**src/rtl/instr_fetch_sequencer_pkg.sv**
```systemverilog
// ISA constants shared by the fetch path: widths, opcodes, field helpers, fetch state encoding.
package instr_fetch_sequencer_pkg;

    localparam int ADDR_W  = 16;
    localparam int INSTR_W = 32;

    localparam logic [5:0] OP_ALU   = 6'b000000;
    localparam logic [5:0] OP_ADDI  = 6'b001000;
    localparam logic [5:0] OP_BEQ   = 6'b000100;
    localparam logic [5:0] OP_BNE   = 6'b000101;
    localparam logic [5:0] OP_LOAD  = 6'b100011;
    localparam logic [5:0] OP_STORE = 6'b101011;
    localparam logic [5:0] OP_JUMP  = 6'b010100;

    localparam logic [1:0] ST_IDLE = 2'd0;
    localparam logic [1:0] ST_RUN  = 2'd1;
    localparam logic [1:0] ST_HALT = 2'd2;

    function automatic logic [5:0] opcode_of(input logic [INSTR_W-1:0] instr);
        return instr[31:26];
    endfunction

    function automatic logic [15:0] imm16_of(input logic [INSTR_W-1:0] instr);
        return instr[15:0];
    endfunction

endpackage

```
**src/rtl/instr_fetch_sequencer.sv**
```systemverilog
// Purpose: owns the PC, addresses the combinational imem, buffers one fetched word for decode.
// Latency: 1 cycle pc -> out_instr; one word per cycle while out_ready is held high.
// Backpressure: out_valid && !out_ready freezes buffer, pc and state; redirect flushes the buffer.
module instr_fetch_sequencer
    import instr_fetch_sequencer_pkg::*;
#(
    parameter int              ADDR_W   = 16,
    parameter int              INSTR_W  = 32,
    parameter logic [15:0]     RESET_PC = 16'h0000,
    parameter logic [5:0]      OP_JUMP  = 6'b010100
) (
    input  logic               clk,
    input  logic               rst,
    input  logic               start,
    output logic [ADDR_W-1:0]  imem_addr,
    input  logic [INSTR_W-1:0] imem_instr,
    input  logic               redirect_valid,
    input  logic [ADDR_W-1:0]  redirect_pc,
    output logic               out_valid,
    input  logic               out_ready,
    output logic [INSTR_W-1:0] out_instr,
    output logic [ADDR_W-1:0]  out_pc,
    output logic               halted,
    output logic [31:0]        fetch_count
);

    logic [1:0]        state;
    logic [ADDR_W-1:0] pc;
    logic              xfer;
    logic              load;
    logic              self_jump;

    assign imem_addr = pc;
    assign xfer      = out_valid && out_ready;
    assign load      = !out_valid || out_ready;
    // A jump whose target is its own address is the software halt idiom.
    assign self_jump = (opcode_of(imem_instr) == OP_JUMP) &&
                       (imm16_of(imem_instr) == 16'(pc));

    always_ff @(posedge clk) begin
        if (rst) begin
            state       <= ST_IDLE;
            pc          <= ADDR_W'(RESET_PC);
            out_valid   <= 1'b0;
            out_instr   <= '0;
            out_pc      <= '0;
            halted      <= 1'b0;
            fetch_count <= '0;
        end else begin
            if (xfer && (fetch_count != 32'hFFFF_FFFF)) begin
                fetch_count <= fetch_count + 32'd1;
            end

            case (state)
                ST_IDLE: begin
                    if (redirect_valid) begin
                        pc <= redirect_pc;
                    end
                    if (start) begin
                        state <= ST_RUN;
                    end
                    if (xfer) begin
                        out_valid <= 1'b0;
                    end
                end
                ST_RUN, ST_HALT: begin
                    if (redirect_valid) begin
                        out_valid <= 1'b0;
                        pc        <= redirect_pc;
                        halted    <= 1'b0;
                        state     <= ST_RUN;
                    end else if ((state == ST_RUN) && load) begin
                        out_instr <= imem_instr;
                        out_pc    <= pc;
                        out_valid <= 1'b1;
                        if (self_jump) begin
                            state  <= ST_HALT;
                            halted <= 1'b1;
                        end else begin
                            pc <= pc + 1'b1;
                        end
                    end else if (xfer) begin
                        // Halted: let the last word drain without refilling.
                        out_valid <= 1'b0;
                    end
                end
                default: begin
                    state <= ST_IDLE;
                end
            endcase
        end
    end

endmodule

```
**config.mk**
```make
export PLATFORM = sky130hd
export DESIGN_NAME = instr_fetch_sequencer
export DESIGN_NICKNAME = d
export VERILOG_FILES = /design/src/rtl/instr_fetch_sequencer_pkg.sv /design/src/rtl/instr_fetch_sequencer.sv
export SDC_FILE = /design/constraint.sdc
export NUM_CORES = 1
export LEC_CHECK = 0
export CAP_MARGIN = 40
export CORE_ASPECT_RATIO = 1.2
export CORE_UTILIZATION = 47
export DETAILED_ROUTE_END_ITERATION = 6
export PLACE_DENSITY = 0.81
export SLEW_MARGIN = 10
export SYNTH_ARGS = -nofsm -noshare
export SYNTH_HDL_FRONTEND = slang
export SYNTH_SLANG_ARGS = --single-unit
```
**constraint.sdc**
```tcl
create_clock -name clk -period 2.5 [get_ports clk]
set_clock_uncertainty 0.05 [all_clocks]
set_input_delay 0.375 -clock clk [delete_from_list [all_inputs] [get_ports clk]]
set_output_delay 0.375 -clock clk [all_outputs]
set_load 0.01 [all_outputs]
```
# Word level (Yosys, flattened, before mapping)
# Cells that the tools add are included.
# word_totals
wordCells	52
in_bits	53
latch_bits	0
n_memories	0
ramBits	0
romBits	0
ff_bits	100
output_inout_bits	98
# classes
addsub	2
n_div	0
mux	17
multipliers	0
n_shift	0
bitwise_logic	1
order_cmp	0
eq_ne	10
n_reduce_logical	15
# op_table
cell	count
$mux W16	4
$add A32 B1 Y32 const B	1
$ne A32 B32 Y1 const B	1
$pmux W16 S2	1
$add A16 B1 Y16 const B	1
$eq A16 B16 Y1	1
$ne A3 B3 Y1 const B	3
$reduce_and A3 Y1	3
$mux W2	4
$eq A6 B5 Y1 const B	1
$mux W1	6
$reduce_bool A2 Y1	3
$logic_and A1 B1 Y1	4
$ne A2 B2 Y1 const B	2
$pmux W2 S2	1
$reduce_and A4 Y1	1
$eq A2 B1 Y1 const B	1
$eq A2 B2 Y1 const B	1
$logic_not A2 Y1	1
$pmux W1 S2	1
$reduce_or A2 Y1	1
$logic_not A1 Y1	1
$logic_or A1 B1 Y1	1
$not A1 Y1	1

# Depth between registers and ports, before layout
# Gate-level depths: netlist (run 1).
# depth
ltp_word	6
ltp_mapped	9
depth_no_buf	8

# Worst setup path after synthesis (run 1)
# No wires, ideal clock.
# synth_timing
kind	reg-to-reg
from	register state[0]
to	register out_instr[27]
setup_time_ps	71
stages_incl_launch_ff	10
t_arrival_ps	1953
period_less_slack_ps	2073
n_path_buf	3
required_ps	2379
slack_ps	427
cell_sequence	dfxtp_1 inv_1 ha_1 nor2b_1 clkbuf_1 nand2_1 clkbuf_1 clkbuf_1 nand2_1 a21oi_1
# synth_via
elab_chain_cells	3
elab_cells_between_ends	5
cone_classes	eq/ne (2); reduce/logical (3)
# synth_lines
element	line_no	source
start: declaration	instr_fetch_sequencer.sv:27	logic [1:0] state;
start signal: assignment	instr_fetch_sequencer.sv:42	state <= ST_IDLE;
start signal: assignment	instr_fetch_sequencer.sv:60	state <= ST_RUN;
start signal: assignment	instr_fetch_sequencer.sv:71	state <= ST_RUN;
$eq A2 B1 Y1 or $eq A2 B2 Y1 (tied branches)	instr_fetch_sequencer.sv:54, instr_fetch_sequencer.sv:72	
$reduce_or A2 Y1 or $logic_and A1 B1 Y1 (tied branches)	instr_fetch_sequencer.sv:54, instr_fetch_sequencer.sv:72	
$reduce_and A3 Y1 (no line) (*)	--	
end signal: assignment	instr_fetch_sequencer.sv:73	out_instr <= imem_instr;
end: declaration	instr_fetch_sequencer.sv:21	output logic [INSTR_W-1:0] out_instr,
# Mark *: on every way between the ends. The rest lies on a longest branch, timed or not.
# A chain may end at the register's enable or synchronous reset.

# Final worst setup path (run 1)
# layout_timing
from	input imem_instr[31]
to	register pc[4] (netlist: imem_addr[4])
# layout_via
elab_chain_cells	4
# layout_lines
element	line_no	source
start: declaration	instr_fetch_sequencer.sv:16	input logic [INSTR_W-1:0] imem_instr,
$eq A6 B5 Y1	instr_fetch_sequencer.sv:37	assign self_jump = (opcode_of(imem_instr) == OP_JUMP) &&
$logic_and A1 B1 Y1	instr_fetch_sequencer.sv:37	
$ne A3 B3 Y1 (no line)	--	
$reduce_and A4 Y1 (no line)	--	
end signal: assignment	instr_fetch_sequencer.sv:43	pc <= ADDR_W'(RESET_PC);
end signal: assignment	instr_fetch_sequencer.sv:57	pc <= redirect_pc;
end signal: assignment	instr_fetch_sequencer.sv:69	pc <= redirect_pc;
end: declaration	instr_fetch_sequencer.sv:28	logic [ADDR_W-1:0] pc;
# No other way between the ends.

==> results of run 1 <==
-- worst min-delay path by stage --
stage,endpoint,startpoint,cells past startpoint
after detailed placement,out_pc[13],out_pc[13],2
after CTS,out_pc[13],out_pc[13],2
final,out_pc[3],out_pc[3],2
after global placement,out_pc[8],out_pc[8],2
after floorplan,halted,redirect_valid,1
after global routing,out_pc[7],out_pc[7],2
-- synthesized netlist by cell type (all sizes together), types with 3 or more instances --
cell type  instances  area share [%]
nor2b              4            0.52
and3               6            0.79
buf               10             1.0
nand3             20             2.1
nor3              17             1.9
inv                8            0.63
dfxtp            100              42
o31ai              5            0.79
ha                 5             1.3
a211oi             5            0.79
nor2              52             4.1
clkbuf            25             2.0
or3                4            0.52
and4               7             1.3
nand4             14             2.0
o32ai              4            0.73
a31oi              8             1.0
nand2b             4            0.52
xor2              23             4.2
a21oi             75             7.9
nand2            141              11
o21ai             18             2.0
xnor2             18             3.3
or2                3            0.39
nor4              10             1.6
-- layout by cell type, fill, tap and decap left out, types with 6 or more instances in the layout --
cell type,count
nand4_1,13
and4_1,7
a31oi_1,8
dfxtp_1,100
inv_1,8
nor4_1,8
nor3_1,16
buf_4,23
nand2_1,141
xor2_1,23
nand3_1,20
o21ai_0,16
and3_1,6
xnor2_1,18
clkdlybuf4s50_1,149
nor2_1,51
a21oi_1,75
clkbuf_16,9
-- kinds of logic after synthesis --
group           count (synthesis)
fa+ha+maj                       5
buf+inv                        44
mux                             2
simple gates                  287
flops                         100
compound gates                133
xor+xnor                       41
-- cell type report --
type	instances	area, um2	share of cell area (%)
timing repair buffer	172	1660	24.5
inverter	9	33.8	0.498
multi-input combinational	468	2610	38.4
tap	123	154	2.27
clock inverter	4	77.6	1.14
sequential	100	2000	29.5
clock buffer	11	253	3.72
-- stage by stage --
stage / area, um2 / hold WS [ns]
3_3_place_gp: 6450 / 0.391
6_report: 6790 / 0.405
5_1_grt: 6790 / 0.422
2_1_floorplan: 4770 / 0.413
4_1_cts: 6780 / 0.406
3_5_place_dp: 6450 / 0.396
-- state kept, by name, indices dropped and copies added, names as in the netlist --
register,cells
fetch_count,32
imem_addr,16
state,2
out_valid,1
halted,1
out_instr,32
out_pc,16
-- power groups by stage --
| stage | clock network [mW] | registers, mW | logic [mW] |
|---|---|---|---|
| 3_3_place_gp | 0 | 1.73 | 0.473 |
| 4_1_cts | 1.57 | 1.69 | 0.486 |
| 2_1_floorplan | 0 | 1.72 | 0.229 |
| 5_1_grt | 1.63 | 1.70 | 0.532 |
| 6_report | 1.54 | 1.69 | 0.490 |
| 3_5_place_dp | 0 | 1.73 | 0.482 |
-- layer usage --
| metal | vias up | wire (um) | GRT usage [%] |
|---|---|---|---|
| met1 | 2323 | 5560 | 31.2 |
| met4 | 0 | 367 | 10.9 |
| met5 | - | 0 | 0 |
| met3 | 35 | 1290 | 7.59 |
| li1 | 2420 | - | - |
| met2 | 257 | 7050 | 47.4 |
-- repair_timing --
item / 4_1_cts / 5_1_grt
gates resized for setup: 0 / 1
hold buffers: 0 / 0
endpoints found under the setup margin: 0 / 1
-- worst max-delay path: cells and delay by family --
family          cells  cell delay, ns
buf+inv             3            0.74
simple gates        3            1.09
compound gates      3            0.38
==> impl_metrics.env, run 1 <==
export IMPL_rows=39
export IMPL_cts_root_buf="clkbuf_16"
export IMPL_cts_made_buffers=9
export IMPL_total_leakage_power_nw=2.28
export IMPL_timing_final_max_slew_violations=0
export IMPL_p_sw_share_pct=24.6
export IMPL_yosys_most_used_dff="dfxtp_1"
export IMPL_htreeDepth=3
export IMPL_pwr_share_seq_pct=45.5
export IMPL_reg2reg_from="imem_addr[1]"
export IMPL_numPortBuffers=150
export IMPL_die_x_um=94.0
export IMPL_drtAntennaViolNets=0
export IMPL_cpMostUsedCell="buf_4"
export IMPL_synth_sequential_area_ratio_pct=42.0
export IMPL_fmax_mhz=419
export IMPL_routedWlPerCell_um=16.1
export IMPL_setup_tns_ns=0
export IMPL_syn_cell_area_um2=4770
export IMPL_synthMuxAreaShare_pct=0.420
export IMPL_cts_tree="built"
export IMPL_vdd_drop_max_mv=0.361
export IMPL_combPwrFrac_pct=13.2
export IMPL_critPathMaxFanout=3
export IMPL_grt_max_degree=44
export IMPL_start_util_pct=49.1
export IMPL_crit_path_top_delay_cell="or4b_4"
export IMPL_stdcell_count=887
export IMPL_rsz0062_at_grt="no"
export IMPL_n_fill_cell=797
export IMPL_layout_min_cycle_time_ns=2.39
export IMPL_route_detailed_drc=0
export IMPL_startpoint="imem_instr[31]"
export IMPL_cts_sinks=100
export IMPL_drv_cap=0
export IMPL_synth_top_family_by_area="simple AND/OR/NAND/NOR gates"
export IMPL_core_area_um2=9710
export IMPL_yosys_area_share_xor_xnor_pct=7.53
export IMPL_synth_compound_area_share_pct=17.0
export IMPL_ys_ff_latch=100
export IMPL_worst_endpoint_required_ns=2.71
export IMPL_antenna_found_initial=0
export IMPL_clock_latency_ns=0.35
export IMPL_dpl_hpwl_um=10600
export IMPL_syn_inst=612
export IMPL_gp_congestion=0.876
export IMPL_ys_warnings_count=0
export IMPL_power_switching_uw=916
export IMPL_first_pass_iters=5
export IMPL_avgViaCountPerCell=5.68
export IMPL_synth_cell_types=54
export IMPL_finalCritPeriodShare_pct=95.4
export IMPL_worstPathCellList="clkdlybuf4s50_1 -> or4b_4 -> nor4b_4 -> nand4_1 -> buf_4 -> buf_4 -> o21bai_1 -> a21oi_1 -> o21ai_0"
export IMPL_powerDensity_nw_per_um2=548
export IMPL_crit_type="in2reg"
export IMPL_die_area_um2=10600
export IMPL_cts_buffer_depth=2
export IMPL_cts_reportedPaths_clkPinSlew_ns=0.07
export IMPL_via_count=5035
export IMPL_fp_dieH_um=112
export IMPL_io_pins=151
export IMPL_first_global_vias=4823
export IMPL_rr_endpoint="imem_addr[14]"
export IMPL_dp_cells=872
export IMPL_reg2reg_slack_ns=0.25
export IMPL_wirelength_um=14300
export IMPL_synth_simple_gate_area_share_pct=28.0
export IMPL_area_growth_pct=42.3
export IMPL_holdCritPathClass="reg2reg"
export IMPL_grt_ovfl_total=0
export IMPL_place_ws_ns=-0.214
export IMPL_cts_post_setup_buffers_inserted=0
export IMPL_max_slew_worst_pin_slew_ns=0.525
export IMPL_syn_num_nets=670
export IMPL_finalSetupViolCount=0
export IMPL_dr_first_iter_drc_count=336
export IMPL_crit_end="imem_addr[4]"
export IMPL_async_flop_share_pct=0
export IMPL_cp_arrival_ns=2.60
export IMPL_avgSynthCellArea_um2=7.80
export IMPL_status="finished, final reports clean"
export IMPL_synth_edf_count=0
export IMPL_postLayoutCoreUtil_pct=69.9
export IMPL_final_setup_worst_slack_ns=0.114
export IMPL_grt_use_total_pct=27.3
export IMPL_slew_headroom_pct=64.7
export IMPL_r2r_cells=7
export IMPL_grt_pass1_wl_um=22700
export IMPL_internal_power_mw=2.81
export IMPL_max_stage_delay_ns=0.56
export IMPL_synth_adder_area_share_pct=1.31
export IMPL_end_kind="flip-flop"
export IMPL_finalNetCount=818
export IMPL_diodes=0
export IMPL_startpoint_type="input pin"
export IMPL_total_power_mw=3.72
export IMPL_drive_above_1_share_pct=6.81
export IMPL_p_clk_share_pct=41.3
export IMPL_hold_viol_final=0
Note: power is estimated with default switching activity, not from simulation.
==> run 2: changes to the inputs <==
--- a/config.mk
+++ b/config.mk
@@ -8,6 +8,7 @@
 export CAP_MARGIN = 40
 export CORE_ASPECT_RATIO = 1.2
 export CORE_UTILIZATION = 47
+export CTS_CLUSTER_DIAMETER = 80
 export DETAILED_ROUTE_END_ITERATION = 6
 export PLACE_DENSITY = 0.81
 export SLEW_MARGIN = 10
==> results of run 2 <==
Final layout, timing and power as in run 1 (identical DEF).
